===== src/rtl/motor_input_conditioner.sv =====
// Conditions the raw pushbutton and the two limit switches: 2-flop synchroniser,
// per-channel stability-count debounce, one-cycle press pulse and both-limits fault flag.
module motor_input_conditioner #(
  parameter int DEBOUNCE_CYCLES = 4,
  parameter int CNT_W           = $clog2(DEBOUNCE_CYCLES)
) (
  input  logic clk,
  input  logic rst,
  input  logic button_raw,
  input  logic up_limit_raw,
  input  logic dn_limit_raw,
  output logic activate,
  output logic up_limit,
  output logic dn_limit,
  output logic button_db,
  output logic limit_fault
);

  localparam int BTN = 0;
  localparam int UP  = 1;
  localparam int DN  = 2;
  localparam logic [CNT_W-1:0] CNT_MAX = CNT_W'(DEBOUNCE_CYCLES - 1);

  logic [2:0]            raw;
  logic [2:0]            sync1;
  logic [2:0]            sync2;
  logic [2:0]            db_q;
  logic [2:0]            db_next;
  logic [2:0][CNT_W-1:0] cnt_q;
  logic [2:0][CNT_W-1:0] cnt_next;
  logic                  fault_next;
  logic                  activate_q;
  logic                  fault_q;

  assign raw = {dn_limit_raw, up_limit_raw, button_raw};

  always_ff @(posedge clk or posedge rst) begin
    if (rst) begin
      sync1 <= '0;
      sync2 <= '0;
    end else begin
      sync1 <= raw;
      sync2 <= sync1;
    end
  end

  // Any sample that agrees with the current level restarts that channel's count,
  // so only an unbroken run of DEBOUNCE_CYCLES differing samples flips the level.
  always_comb begin
    db_next  = db_q;
    cnt_next = '0;
    for (int i = 0; i < 3; i++) begin
      if (sync2[i] != db_q[i]) begin
        if (cnt_q[i] == CNT_MAX) begin
          db_next[i] = sync2[i];
        end else begin
          cnt_next[i] = cnt_q[i] + 1'b1;
        end
      end
    end
  end

  assign fault_next = db_next[UP] & db_next[DN];

  // A press that debounces while a fault is present or being raised is dropped for good.
  always_ff @(posedge clk or posedge rst) begin
    if (rst) begin
      db_q       <= '0;
      cnt_q      <= '0;
      activate_q <= 1'b0;
      fault_q    <= 1'b0;
    end else begin
      db_q       <= db_next;
      cnt_q      <= cnt_next;
      activate_q <= db_next[BTN] & ~db_q[BTN] & ~fault_next;
      fault_q    <= fault_next;
    end
  end

  assign activate    = activate_q;
  assign button_db   = db_q[BTN];
  assign up_limit    = db_q[UP];
  assign dn_limit    = db_q[DN];
  assign limit_fault = fault_q;

endmodule

===== config.mk =====
export PLATFORM = sky130hd
export DESIGN_NAME = motor_input_conditioner
export DESIGN_NICKNAME = d
export VERILOG_FILES = /design/src/rtl/motor_input_conditioner.sv
export SDC_FILE = /design/constraint.sdc
export NUM_CORES = 1
export LEC_CHECK = 0
export CAP_MARGIN = 20
export CORE_AREA = 4 4 43 45
export DETAILED_ROUTE_END_ITERATION = 7
export DIE_AREA = 0 0 47 49
export PLACE_DENSITY = 0.73
export SETUP_SLACK_MARGIN = 0.3
export SLEW_MARGIN = 0
export SYNTH_ARGS = -nofsm -noshare
export SYNTH_HDL_FRONTEND = slang
export SYNTH_SLANG_ARGS = --single-unit

===== constraint.sdc =====
create_clock -name clk -period 1.19 [get_ports clk]
set_input_delay 0.1785 -clock clk [delete_from_list [all_inputs] [get_ports clk]]
set_output_delay 0.1785 -clock clk [all_outputs]
set_load 0.01 [all_outputs]

==> summary.txt <==
Logic synthesis
  – Synth Cell Area: 589 um2
  – Main flop type after synthesis: dfrtp_1
  – Commonest cells post-synth: 17 x dfrtp_1, 3 x ha_1, 3 x nor2b_1, 3 x nor3_1, 3 x xnor2_1
  – Post-synth top area share: 72.2%
  – Post-synth EDFFs: 0
  – Syn_nets: 45
  – Top-count cell post-synth: dfrtp_1
  – Async set-reset flop share out of synthesis: 100%
  – Top cells by area, synth: dfrtp_1 72%, ha_1 6.4%, mux2_4 5.1%, xnor2_1 4.5%, nor2b_1 3.2%
  – Leading area contributor after synthesis: dfrtp_1
  – Post-synthesis sequential area ratio: 72.2%
  – Post-Synthesis Cells: 37
  – Netlist cell types: 11
  – Syn Area/Cell: 15.9 um2
  – Yosys warning count: 0
  – FF+latch count, synth: 17

Floorplanning
  – I/O Pins: 10
  – Die H: 49 um
  – Area of the die: 2300 um2
  – Cell Rows: 14
  – Core ar.: 1470 um2
  – Starting density of the core: 40.1%
  – Die width: 47 um

Setup path
  – Worst path max stage delay: 420 ps
  – Startpoint Class: flop
  – R2R setup slack: 9 ps
  – R2r startpoint: cnt_q[2]
  – CP endpoint: activate
  – Max FO, Critical Path: 3
  – Setup Crit Path Kind: reg2reg
  – R2R cell count: 3
  – R2R Path End: activate
  – Crit path DAT: 1390 ps
  – Critical path data required time: 1400 ps
  – Crit path from: cnt_q[2]
  – CP max-delay cell: dfrtp_1
  – Crit end category: flop
  – CP Cell Sequence: ha_4 > mux2_4 > a211oi_2

Power
  – Worst VDD drop: 0.00131 V
  – PwrDens: 2370 nW/um2
  – Flop pwr share: 40.8%
  – Switching share of power: 31.3%
  – Pleak: 0.419 nW
  – Logic gate share of total power: 45.0%
  – P_int: 0.00147 W
  – Psw: 0.000673 W
  – Clk network pwr share: 14.1%

STA
  – Setup Viol. Count Final: 0
  – Least-Margin Pin Slew: 213 ps
  – Fin crit share: 99.2%
  – Max Clk Rate: 847 MHz
  – Crit path time final: 1180 ps
  – Final Hold Vio Count: 0
  – Fin. max-slew vios: 0
  – Unrepaired setup endpoints after global routing: true
  – Clk_skew: 2.35 ps
  – Slew HR: 85.7%
  – WHS: 181 ps

Clock network
  – H-tree levels: 1
  – Clock latency at the later pin of the worst-skew pair: 290 ps
  – Clock Sinks: 17
  – CTS clk-pin slew, worst paths: 100 ps
  – CTS Root Cell: clkbuf_4
  – Cts bufs inserted: 3
  – CTS Buffer Depth: 2
  – CTS tree: yes

Cells and area
  – Fill count: 118
  – Core Util, Final: 61.5%
  – Antenna Cells: 0
  – Fin nets: 68
  – P&R area growth vs syn: 53.5%
  – Layout cells sized above 1: 54.2%

Global route
  – Vias in the first global route: 357
  – Largest net degree at the start of global routing: 18
  – First-pass GRT wire length: 1610 um
  – Grt total ovfl: 0
  – Initial antenna violation count: 0
  – Total GRT Usage: 10.0%

Drt
  – Routed Antenna Nets: 0
  – DRC viols: 0
  – DR pass1 iterations: 1
  – Wire per inst: 12.8 um
  – Total vias in the final route: 340
  – Iteration-0 DRC Markers: 0
  – Total Wirelength: 957 um
  – Via density: 4.53

Worst hold path
  – HP Class: in2async

Placed design
  – DP Wirelength: 598 um
  – GPL Wtd Cong: 0.617
  – Port Buffer Count: 9

Run status
  – Status: complete, no violations

Run
  – Max cap viols: 0
## worst min path at each step
| stage | endpoint | slack [ps] | from |
|---|---|---|---|
| after floorplan | activate | 100 | rst |
| after global placement | sync2[1] | 330 | sync1[1] |
| after detailed placement | sync2[2] | 340 | sync1[2] |
| after CTS | cnt_q[0] | 180 | rst |
| after global routing | sync2[2] | 200 | rst |
| final | limit_fault | 180 | rst |
## cell usage in the layout, fill, tap and decap left out
cell type and n:
clkbuf_4 3, buf_4 4, xnor2_2 1, nor3_1 1, and2_4 1, xnor2_4 2, nand2_1 1, dfrtp_1 17
mux2_4 2, nor3_2 1, clkinv_2 1, nor2b_4 1, nor3_4 1, nor2b_2 1, ha_4 3, buf_2 4
o21ai_1 1, clkdlybuf4s50_1 4, a211oi_2 1, buf_6 6, inv_1 2, nor2b_1 1
## cell families (layout without fill, tap and decap cells)
family | Yosys count | count (layout) | share of synthesized area [%]
flip-flops | 17 | 17 | 72.2
AO/OA/AOI/OAI | 2 | 2 | 2.97
multiplexers | 2 | 2 | 5.10
AND/OR/NAND/NOR | 8 | 8 | 7.64
buffers and inverters | 2 | 24 | 1.27
adder cells (fa/ha/maj) | 3 | 3 | 6.37
XOR/XNOR | 3 | 3 | 4.46
## sequential cells by signal (all words and copies together) (netlist names)
register / flops
sync2: 3
db_q: 3
cnt_q: 6
limit_fault: 1
sync1: 3
activate: 1
## timing repair
item / CTS / global route
pin swaps: 5 / 5
resized for setup: 27 / 14
buffers inserted: 4 / 3
hold buffers: 0 / 0
endpoints found under the setup margin: 15 / 16
## routing by layer
metal  part of all wire, %  wire length, um  track usage, %
met2                    49              465            14.7
met3                   6.1               58            2.21
met1                    44              418            13.2
met4                   1.6               15            5.53
met5                     0                0               0
## layout make-up
cell class                      instances  area (um2)  share of cell area, %
Timing Repair Buffer                   18         158                   17.4
Clock buffer                            3        22.5                   2.49
Inverter                                2        7.51                  0.830
Sequential cell                        17         425                   47.0
Clock inverter                          1        5.00                  0.553
Tap cell                               16        20.0                   2.21
Multi-Input combinational cell         18         267                   29.5
## through the flow
stage,worst slack [ps],std cells,instance area (um2),TNS (ps),power [W]
floorplan,70.8,37,596,0,0.00116
global route,-27.9,75,905,-27.9,0.00230
global placement,48.9,64,721,0,0.00139
finish,9.41,75,905,0,0.00215
CTS,1.55,72,828,0,0.00194
detailed placement,23.9,64,721,0,0.00142
## critical path: cells and delay by family, from the launching register on
family | cells | cell delay (ps)
mux | 1 | 310
fa+ha+maj | 1 | 170
compound gates | 1 | 200
flops | 1 | 420
## power by group through the flow
stage / clock [W] / combinational, W / sequential [W]
3_5_place_dp: 0 / 0.000573 / 0.000848
3_3_place_gp: 0 / 0.000552 / 0.000834
6_report: 0.000303 / 0.000966 / 0.000877
2_1_floorplan: 0 / 0.000295 / 0.000870
5_1_grt: 0.000342 / 0.00106 / 0.000898
4_1_cts: 0.000312 / 0.000784 / 0.000844
Power figures use the tool's default switching activity.
